$ cat config.mk
export PLATFORM = sky130hd
export DESIGN_NAME = xcorr_sweep_ctrl_flat
export DESIGN_NICKNAME = d
export VERILOG_FILES = /design/src/rtl/xcorr_sweep_ctrl_pkg.sv /design/src/rtl/xcorr_sweep_ctrl_if.sv /design/src/rtl/xcorr_valid_pipe.sv /design/src/rtl/xcorr_sweep_ctrl.sv /design/src/flat_wrapper.sv
export SDC_FILE = /design/constraint.sdc
export NUM_CORES = 1
export LEC_CHECK = 0
export ABC_CLOCK_PERIOD_IN_PS = 2900
export CAP_MARGIN = 20
export CORE_AREA = 4 4 156 158
export DETAILED_ROUTE_END_ITERATION = 8
export DIE_AREA = 0 0 160 162
export PLACE_DENSITY = 0.77
export RECOVER_POWER = 50
export SKIP_LAST_GASP = 1
export SLEW_MARGIN = 0
export SYNTH_ARGS = -nofsm -noshare
export SYNTH_HDL_FRONTEND = slang
export SYNTH_SLANG_ARGS = --single-unit
export TNS_END_PERCENT = 20
$ cat constraint.sdc
create_clock -name clk -period 2.9 [get_ports clk]
set_input_delay 0.87 -clock clk [delete_from_list [all_inputs] [get_ports clk]]
set_output_delay 0.87 -clock clk [all_outputs]
set_load 0.05 [all_outputs]
$ cat src/rtl/xcorr_sweep_ctrl_pkg.sv
// Shared definitions for the cross-correlation sweep sequencer and for the
// sample-buffer and multiplier wrappers that sit around it.
package xcorr_pkg;

    // Default datapath widths
    localparam int ADDR_W  = 10;
    localparam int PROD_W  = 32;
    localparam int ACC_W   = 48;

    // Fixed latencies of the surrounding blocks; the wrappers use these too
    localparam int RD_LAT  = 1;
    localparam int MUL_LAT = 3;

    // Sequencer states
    typedef enum logic [2:0] {
        IDLE  = 3'd0,
        SWEEP = 3'd1,
        DRAIN = 3'd2,
        CMP   = 3'd3,
        DONE  = 3'd4
    } state_t;

endpackage

$ cat src/rtl/xcorr_sweep_ctrl_if.sv
// Bundle between the sweep sequencer (master) and its environment (slave):
// the control pulse pair, the two buffer read addresses, the multiplier
// product stream, the published result and the sequencer state for debug.
//
// Handshake: there is no valid/ready pair on this bundle. `start` is a
// one-cycle request that is accepted only while `busy` is low (IDLE) and is
// dropped otherwise. Each address pair leaves with an implicit valid in
// SWEEP; its product must appear on `prod` exactly RD_LAT+MUL_LAT cycles
// later, with no stall. `done` is a one-cycle pulse marking new results.
interface xcorr_sweep_ctrl_if
    import xcorr_pkg::*;
#(
    parameter int ADDR_W = xcorr_pkg::ADDR_W,
    parameter int PROD_W = xcorr_pkg::PROD_W,
    parameter int ACC_W  = xcorr_pkg::ACC_W
);
    logic                     start;
    logic                     busy;
    logic                     done;
    logic [ADDR_W-1:0]        mem1_addr;
    logic [ADDR_W-1:0]        mem2_addr;
    logic signed [PROD_W-1:0] prod;
    logic [ADDR_W-1:0]        best_lag;
    logic signed [ACC_W-1:0]  best_score;
    state_t                   state;

    modport master (
        input  start, prod,
        output busy, done, mem1_addr, mem2_addr, best_lag, best_score, state
    );

    modport slave (
        output start, prod,
        input  busy, done, mem1_addr, mem2_addr, best_lag, best_score, state
    );
endinterface

$ cat src/rtl/xcorr_valid_pipe.sv
// Delay line that follows each issued address pair through the buffer read
// and the multiplier, so the accumulator knows when a product is real and
// which product closes the current lag.
module xcorr_valid_pipe
    import xcorr_pkg::*;
#(
    parameter int LEN = RD_LAT + MUL_LAT
) (
    input  logic clk,
    input  logic rst_n,
    input  logic valid_in,
    input  logic last_in,
    output logic valid_out,
    output logic last_out
);
    logic [LEN-1:0] valid_sr;
    logic [LEN-1:0] last_sr;

    // Shift both tokens one stage per clock; cleared on reset
    always_ff @(posedge clk or negedge rst_n) begin
        if (!rst_n) begin
            valid_sr <= '0;
            last_sr  <= '0;
        end else begin
            valid_sr[0] <= valid_in;
            last_sr[0]  <= last_in;
            for (int i = 1; i < LEN; i++) begin
                valid_sr[i] <= valid_sr[i-1];
                last_sr[i]  <= last_sr[i-1];
            end
        end
    end

    assign valid_out = valid_sr[LEN-1];
    assign last_out  = last_sr[LEN-1];
endmodule

$ cat src/rtl/xcorr_sweep_ctrl.sv
// Cross-correlation sweep sequencer: for every lag it streams N_SAMPLES
// address pairs to the two sample buffers, sums the returning products,
// keeps the best (lag, score) and publishes it once the sweep completes.
module xcorr_sweep_ctrl
    import xcorr_pkg::*;
#(
    parameter int ADDR_W    = xcorr_pkg::ADDR_W,
    parameter int N_SAMPLES = 1024,
    parameter int MAX_LAG   = 1023,
    parameter int RD_LAT    = xcorr_pkg::RD_LAT,
    parameter int MUL_LAT   = xcorr_pkg::MUL_LAT,
    parameter int PROD_W    = xcorr_pkg::PROD_W,
    parameter int ACC_W     = xcorr_pkg::ACC_W
) (
    input  logic                clk,
    input  logic                rst_n,
    xcorr_sweep_ctrl_if.master  bus
);
    localparam int PIPE_LEN = RD_LAT + MUL_LAT;
    // One extra bit so N_SAMPLES = 2^ADDR_W is representable
    localparam int IDX_W    = ADDR_W + 1;

    state_t                   state_q, state_d;
    logic [IDX_W-1:0]         idx_q;
    logic [ADDR_W-1:0]        lag_q;
    logic signed [ACC_W-1:0]  acc_q;
    logic signed [ACC_W-1:0]  run_score_q;
    logic [ADDR_W-1:0]        run_lag_q;
    logic signed [ACC_W-1:0]  best_score_q;
    logic [ADDR_W-1:0]        best_lag_q;

    logic                     last_sample;
    logic                     last_lag;
    logic                     tok_valid;
    logic                     tok_last;
    logic signed [ACC_W-1:0]  prod_ext;

    assign last_sample = (idx_q == IDX_W'(N_SAMPLES - 1));
    assign last_lag    = (lag_q == ADDR_W'(MAX_LAG));
    assign prod_ext    = {{(ACC_W - PROD_W){bus.prod[PROD_W-1]}}, bus.prod};

    xcorr_valid_pipe #(.LEN(PIPE_LEN)) u_valid_pipe (
        .clk       (clk),
        .rst_n     (rst_n),
        .valid_in  (state_q == SWEEP),
        .last_in   ((state_q == SWEEP) && last_sample),
        .valid_out (tok_valid),
        .last_out  (tok_last)
    );

    // State register
    always_ff @(posedge clk or negedge rst_n) begin
        if (!rst_n) state_q <= IDLE;
        else        state_q <= state_d;
    end

    // Next-state logic; DRAIN ends when the last product of the lag arrives
    always_comb begin
        state_d = state_q;
        case (state_q)
            IDLE:    if (bus.start)   state_d = SWEEP;
            SWEEP:   if (last_sample) state_d = DRAIN;
            DRAIN:   if (tok_last)    state_d = CMP;
            CMP:     state_d = last_lag ? DONE : SWEEP;
            DONE:    state_d = IDLE;
            default: state_d = IDLE;
        endcase
    end

    // Sample index within the lag and the lag counter itself
    always_ff @(posedge clk or negedge rst_n) begin
        if (!rst_n) begin
            idx_q <= '0;
            lag_q <= '0;
        end else begin
            idx_q <= (state_q == SWEEP) ? idx_q + 1'b1 : '0;
            if (state_q == IDLE)
                lag_q <= '0;
            else if (state_q == CMP && !last_lag)
                lag_q <= lag_q + 1'b1;
        end
    end

    // Product accumulator, cleared as each lag's SWEEP begins; wraps freely
    always_ff @(posedge clk or negedge rst_n) begin
        if (!rst_n)
            acc_q <= '0;
        else if (state_d == SWEEP && state_q != SWEEP)
            acc_q <= '0;
        else if (tok_valid)
            acc_q <= acc_q + prod_ext;
    end

    // Running peak: lag 0 seeds it, later lags must be strictly larger
    always_ff @(posedge clk or negedge rst_n) begin
        if (!rst_n) begin
            run_score_q <= '0;
            run_lag_q   <= '0;
        end else if (state_q == CMP && (lag_q == '0 || acc_q > run_score_q)) begin
            run_score_q <= acc_q;
            run_lag_q   <= lag_q;
        end
    end

    // Published result, refreshed only when a sweep completes
    always_ff @(posedge clk or negedge rst_n) begin
        if (!rst_n) begin
            best_score_q <= '0;
            best_lag_q   <= '0;
        end else if (state_q == DONE) begin
            best_score_q <= run_score_q;
            best_lag_q   <= run_lag_q;
        end
    end

    assign bus.busy       = (state_q != IDLE);
    assign bus.done       = (state_q == DONE);
    assign bus.mem1_addr  = (state_q == SWEEP) ? idx_q[ADDR_W-1:0] : '0;
    assign bus.mem2_addr  = (state_q == SWEEP) ? lag_q + idx_q[ADDR_W-1:0] : '0;
    assign bus.best_lag   = best_lag_q;
    assign bus.best_score = best_score_q;
    assign bus.state      = state_q;
endmodule

$ cat src/flat_wrapper.sv
// flat-port wrapper written by rule: the top's interface ports become plain ports
module xcorr_sweep_ctrl_flat import xcorr_pkg::*;
#(
    parameter int ADDR_W    = xcorr_pkg::ADDR_W,
    parameter int N_SAMPLES = 1024,
    parameter int MAX_LAG   = 1023,
    parameter int RD_LAT    = xcorr_pkg::RD_LAT,
    parameter int MUL_LAT   = xcorr_pkg::MUL_LAT,
    parameter int PROD_W    = xcorr_pkg::PROD_W,
    parameter int ACC_W     = xcorr_pkg::ACC_W
)
  (clk, rst_n, bus_start, bus_prod, bus_busy, bus_done, bus_mem1_addr, bus_mem2_addr, bus_best_lag, bus_best_score, bus_state);
  xcorr_sweep_ctrl_if #(.ADDR_W(ADDR_W), .PROD_W(PROD_W), .ACC_W(ACC_W)) bus_i ();
  input  logic clk;
  input  logic rst_n;
  input wire logic [$bits(bus_i.start)-1:0] bus_start;
  input wire logic [$bits(bus_i.prod)-1:0] bus_prod;
  output wire logic [$bits(bus_i.busy)-1:0] bus_busy;
  output wire logic [$bits(bus_i.done)-1:0] bus_done;
  output wire logic [$bits(bus_i.mem1_addr)-1:0] bus_mem1_addr;
  output wire logic [$bits(bus_i.mem2_addr)-1:0] bus_mem2_addr;
  output wire logic [$bits(bus_i.best_lag)-1:0] bus_best_lag;
  output wire logic [$bits(bus_i.best_score)-1:0] bus_best_score;
  output wire logic [$bits(bus_i.state)-1:0] bus_state;
  assign bus_i.start = bus_start;
  assign bus_i.prod = bus_prod;
  assign bus_busy = bus_i.busy;
  assign bus_done = bus_i.done;
  assign bus_mem1_addr = bus_i.mem1_addr;
  assign bus_mem2_addr = bus_i.mem2_addr;
  assign bus_best_lag = bus_i.best_lag;
  assign bus_best_score = bus_i.best_score;
  assign bus_state = bus_i.state;
  xcorr_sweep_ctrl #(.ADDR_W(ADDR_W), .N_SAMPLES(N_SAMPLES), .MAX_LAG(MAX_LAG), .RD_LAT(RD_LAT), .MUL_LAT(MUL_LAT), .PROD_W(PROD_W), .ACC_W(ACC_W)) u_core (.clk(clk), .rst_n(rst_n), .bus(bus_i));
endmodule
### After elaboration in Yosys (flattened, before gate mapping)

Cells that the tools add are included.

| storage, ports and cells | value |
|---|---|
| word-level logic and storage cells | 46 |
| output and inout port bits | 83 |
| register bits | 196 |
| bits of input ports | 35 |

| cells by class | value |
|---|---|
| $lt $le $gt $ge | 1 |
| multiplexer cells | 12 |
| add/sub/neg operators | 4 |
| equal/unequal tests | 8 |
| reductions and logical operators | 11 |

Operators with widths:

| cell | number |
|---|---|
| $mux W48 | 2 |
| $add A48 B32 Y48 | 1 |
| $gt A48 B48 Y1 | 1 |
| $mux W10 | 4 |
| $mux W3 | 4 |
| $pmux W3 S4 | 1 |
| $add A11 B1 Y11 const B | 1 |
| $eq A11 B10 Y1 const B | 1 |
| $mux W11 | 1 |
| $add A10 B1 Y10 const B | 1 |
| $add A10 B10 Y10 | 1 |
| $eq A10 B10 Y1 const B | 1 |
| $logic_not A10 Y1 | 1 |
| $eq A3 B1 Y1 const B | 2 |
| $eq A3 B2 Y1 const B | 2 |
| $logic_and A1 B1 Y1 | 4 |
| $reduce_bool A2 Y1 | 2 |
| $eq A3 B3 Y1 const B | 1 |
| $logic_not A3 Y1 | 1 |
| $ne A3 B1 Y1 const B | 1 |
| $reduce_bool A3 Y1 | 1 |
| $logic_not A1 Y1 | 1 |
| $logic_or A1 B1 Y1 | 1 |

### Depth between registers and ports, before layout

| depth | value |
|---|---|
| word-level depth | 6 |
| depth in mapped cells | 13 |
| depth with buffers taken out | 12 |

### Cells and area by module

From an unflattened synthesis, not the netlist that was laid out.

| second synthesis, totals | value |
|---|---|
| cells, all modules | 1180 |
| area total of the unflattened synthesis | 12052.8 µm² |

By module, submodules not included:

| module | sequential area each (µm²) | times used | cells an instance | area each (µm²) |
|---|---|---|---|---|
| xcorr_sweep_ctrl | 4704.5 | 1 | 1172 | 11852.6 |
| xcorr_valid_pipe | 200.2 | 1 | 8 | 200.2 |

### Worst setup path after synthesis

No wires, ideal clock.

| timing path | value |
|---|---|
| kind | register to output |
| start | register u_core.lag_q[0] |
| end | output bus_mem2_addr[8] |
| data required time | 2.030 ns |
| cell stages (with the launch flop) | 12 |
| arrival time | 2.601 ns |
| slack | -0.571 ns |
| buffers on the path | 0 |
| cells stage by stage | dfrtp_1 > ha_1 > fa_1 > a21oi_1 > nor2_1 > nor2_1 > o21bai_1 > a21oi_1 > o21bai_1 > a21oi_1 > xor2_1 > nor2_1 |

| between the ends | value |
|---|---|
| word-level cells in the longest chain between the ends | 2 |

RTL lines:

| element | line | source |
|---|---|---|
| start: declaration | xcorr_sweep_ctrl.sv:25 | `logic [ADDR_W-1:0] lag_q;` |
| start signal: assignment | xcorr_sweep_ctrl.sv:80 | `lag_q <= lag_q + 1'b1;` |
| $add A10 B10 Y10 | xcorr_sweep_ctrl.sv:119 | `assign bus.mem2_addr = (state_q == SWEEP) ? lag_q + idx_q[ADDR_W-1:0] : '0;` |
| $mux W10 | xcorr_sweep_ctrl.sv:119 |  |
| end: declaration | flat_wrapper.sv:21 | `output wire logic [$bits(bus_i.mem2_addr)-1:0] bus_mem2_addr;` |

No other way between the ends.

### Worst setup path after layout

Same ends and word-level chain as after synthesis.

==> flow_metrics.env <==
export IMPL_layout_setup_ws_ns=-0.798
export IMPL_ys_flop_type="dfrtp_1"
export IMPL_seq_area_frac_synth_pct=40.9
export IMPL_tightest_slew_ns=2.07
export IMPL_tritoncts="built"
export IMPL_io_buffers=117
export IMPL_p_per_area_nw_per_um2=907
export IMPL_antenna_left=0
export IMPL_holdBufCountCts=0
export IMPL_cap_violations=1
export IMPL_start_util_pct=51.9
export IMPL_postSynthCellCount=1192
export IMPL_die_area_sq_um=25900
export IMPL_reg2reg_from="u_core.run_score_q[13]"
export IMPL_yosysWarnings=0
export IMPL_timing_rr_end="u_core.run_lag_q[9]"
export IMPL_hp_class="reg2reg"
export IMPL_outcome="complete, but fails checks"
export IMPL_grt_pass1_vias=12091
export IMPL_p_total_w=0.0162
export IMPL_cts_htree_levels=4
export IMPL_end_kind="output port"
export IMPL_final_hold_viol_count=0
export IMPL_synth_nets=1336
export IMPL_area_growth_pct=49.1
export IMPL_grt_max_degree=83
export IMPL_antenna_found_initial=0
export IMPL_grt_pass1_wl_um=61100
export IMPL_place_area_sq_um=15800
export IMPL_worst_r2r_path_depth=13
export IMPL_clk_latency_ns=0.45
export IMPL_crit_slowest_cell="dfrtp_1"
export IMPL_multi_input_area_sq_um=7870
export IMPL_clock_path_buffers=2
export IMPL_diodes=0
export IMPL_max_stage_delay_ns=0.42
export IMPL_rrSetupSlack_ns=-0.36
export IMPL_async_flop_share_pct=100
export IMPL_worstPathArrival_ns=2.83
export IMPL_firstDrtPassIters=5
export IMPL_slew_headroom_pct=-38.1
export IMPL_cp_start_kind="flop"
export IMPL_vias=11372
export IMPL_io_pins=118
export IMPL_cp_top_family="compound AO/OA/AOI/OAI gates"
export IMPL_crit_type="reg2out"
export IMPL_dp_hpwl_um=24600
export IMPL_path_cells="ha_2 > fa_2 > a21oi_2 > nor2_1 > nor2_1 > o21bai_2 > a21oi_2 > o21bai_1 > a21oi_1 > xor2_1 > nor2_2 > buf_12"
export IMPL_syn_area_per_cell_sq_um=10.1
export IMPL_violations="max-capacitance violations, max-slew violations, negative setup slack"
export IMPL_path_buf_inv=1
export IMPL_fmax_ghz=0.270
export IMPL_clock_tree_root_cell="clkbuf_16"
export IMPL_fin_skew_ns=0.0124
export IMPL_ff_latch_area_sq_um=4910
export IMPL_cp_max_fo=2
export IMPL_rsz0062_at_grt="true"
export IMPL_ys_types=64
export IMPL_cts_made_buffers=17
export IMPL_holdPathEnd="u_core.u_valid_pipe.last_sr[1]"
export IMPL_critPathRequiredTime_ns=2.03
export IMPL_fill_cells=1365
export IMPL_min_path_cells=0
export IMPL_cts_clk_slew_worst_paths_ns=0.08
export IMPL_wl_per_cell_um=20.9
export IMPL_ys_ff_latch=196
export IMPL_hold_path_startpoint="u_core.u_valid_pipe.last_sr[0]"
export IMPL_clock_sinks=196
export IMPL_nets=1748
export IMPL_p_leak_nw=8.51
export IMPL_fp_dieH_um=162
export IMPL_place_ws_ns=-1.21
export IMPL_syn_area_sq_um=12000
export IMPL_drc=0
export IMPL_gp_congestion=0.901
export IMPL_grt_overflow=0
export IMPL_die_width_um=160
export IMPL_initialDrtViolationCount=881
export IMPL_fin_crit_sh_pct=128
export IMPL_period_needed_ns=3.70
export IMPL_rows=56
export IMPL_drive_above_1_share_pct=40.7
export IMPL_peakVddDrop_mv=0.561
export IMPL_via_per_inst=5.96
export IMPL_maxSlewViolCount=83
export IMPL_holdWs_ns=0.353
export IMPL_setup_viol=98
export IMPL_wirelength_um=39800
export IMPL_synth_edf_count=0
export IMPL_track_usage_pct=29.0
export IMPL_core_area_sq_um=23100
export IMPL_fin_area_sq_um=17900
[Yosys cell counts (all sizes together), types with 4 or more instances]
cell / n / share of area (%)
nor4b: 5 / 0.36
and3: 12 / 0.63
nand2: 69 / 2.2
a21o: 50 / 3.1
buf: 13 / 0.47
ha: 107 / 11
nor2: 102 / 3.2
mux2: 109 / 10
o2bb2ai: 4 / 0.29
and2: 20 / 1.0
nand4: 22 / 1.1
xor2: 29 / 2.1
nor4: 4 / 0.21
o31ai: 7 / 0.44
a41oi: 4 / 0.29
o21ai: 43 / 1.8
nand2b: 5 / 0.26
o22ai: 7 / 0.36
o21bai: 11 / 0.69
nor3: 12 / 0.50
clkbuf: 28 / 0.88
nor2b: 6 / 0.31
xnor2: 27 / 2.0
or3: 8 / 0.42
a211oi: 13 / 0.85
o211ai: 7 / 0.44
mux2i: 31 / 2.6
inv: 75 / 2.3
o21a: 9 / 0.56
a31oi: 10 / 0.52
or2: 6 / 0.31
a2111oi: 5 / 0.52
a21boi: 4 / 0.25
a21oi: 80 / 3.4
nand3: 21 / 0.88
dfrtp: 196 / 41
[per-stage QoR]
step | TNS [ns] | std cells | utilization, %
floorplan | -4.88 | 1192 | -
global placement | -42.15 | 1813 | 68.5
detailed placement | -48.47 | 1813 | 68.5
CTS | -14.82 | 1893 | 75.6
global route | -33.43 | 1907 | 77.4
finish | -23.34 | 1907 | 77.4
[sequential cells by signal, summed over array words and instances (netlist names)]
name and flops:
u_core.idx_q 11, u_core.u_valid_pipe.valid_sr 4, u_core.u_valid_pipe.last_sr 4, u_core.lag_q 10, u_core.bus.best_lag 10, u_core.bus.best_score 48, u_core.run_score_q 48, u_core.acc_q 48
u_core.run_lag_q 10, u_core.bus.state 3
[cell type report]
| type | instances | area share, % |
|---|---|---|
| Multi-Input combinational cell | 879 | 43.9 |
| Sequential cell | 196 | 27.5 |
| Timing Repair Buffer | 434 | 21.8 |
| Clock buffer | 19 | 2.42 |
| Tap cell | 290 | 2.03 |
| Inverter | 76 | 1.59 |
| Clock inverter | 13 | 0.790 |
[worst reg2reg max path, stage by stage, from the launching register on]
cell,delay [ns]
dfrtp_1,0.40
inv_1,0.07
ha_1,0.33
a21oi_1,0.23
nor2b_1,0.09
o21ai_1,0.27
nand2_1,0.17
o31ai_4,0.28
and2_4,0.19
o22ai_4,0.09
a21oi_4,0.28
buf_6,0.20
clkbuf_16,0.20
mux2_2,0.34
[per-layer routing]
metal	GRT usage (%)	vias to the layer above	wire length, um	share of wire [%]
li1	-	5103	-	-
met1	34.2	5638	15500	39
met2	51.1	485	20400	51
met3	5.76	146	2280	5.7
met4	13.8	0	1670	4.2
met5	0	-	0	0
[worst max path at each step]
stage,slack [ns],depth (start not counted),start,endpoint
6_report,-0.80,12,u_core.lag_q[0],bus_mem2_addr[8]
5_1_grt,-0.92,12,u_core.lag_q[0],bus_mem2_addr[8]
4_1_cts,-0.68,12,u_core.lag_q[0],bus_mem2_addr[8]
3_5_place_dp,-1.21,15,bus_prod[0],u_core.acc_q[46]
3_3_place_gp,-1.12,11,bus_prod[1],u_core.acc_q[47]
2_1_floorplan,-0.40,11,bus_prod[20],u_core.acc_q[47]
[layout by cell type, fill, tap and decap left out, drive strengths merged, types with 43 or more instances in the layout]
master         instances
inv                   82
nand2                 69
nor2                 102
ha                   107
mux2                 109
dfrtp                196
o21ai                 43
a21oi                 80
a21o                  50
buf                  343
clkdlybuf4s50         63
[repair_timing]
item                                    4_1_cts  5_1_grt
setup buffers                                47       18
cloned                                        3        2
pin swaps                                   106       25
endpoints found under the setup margin      109      105
resized for setup                           214       56
hold endpoints to repair                      0        0
[report_power, final]
group	internal (W)	total, W	switching [W]
registers	0.00315	0.00362	0.000470
logic	0.00510	0.0102	0.00515
clock network	0.00115	0.00237	0.00122
[cell families (layout without fill, tap and decap cells)]
group | after synthesis | in the layout | synth area share (%)
AOI/OAI and AO/OA | 272 | 272 | 14.9
DFF | 196 | 196 | 40.9
adders and majority gates | 109 | 109 | 11.5
and+or+nand+nor | 302 | 302 | 12.1
muxes | 140 | 140 | 12.8
xor gates and xnor gates | 56 | 56 | 4.09
buffers and inverters | 117 | 542 | 3.72
Note: power is estimated with default switching activity, not from simulation.
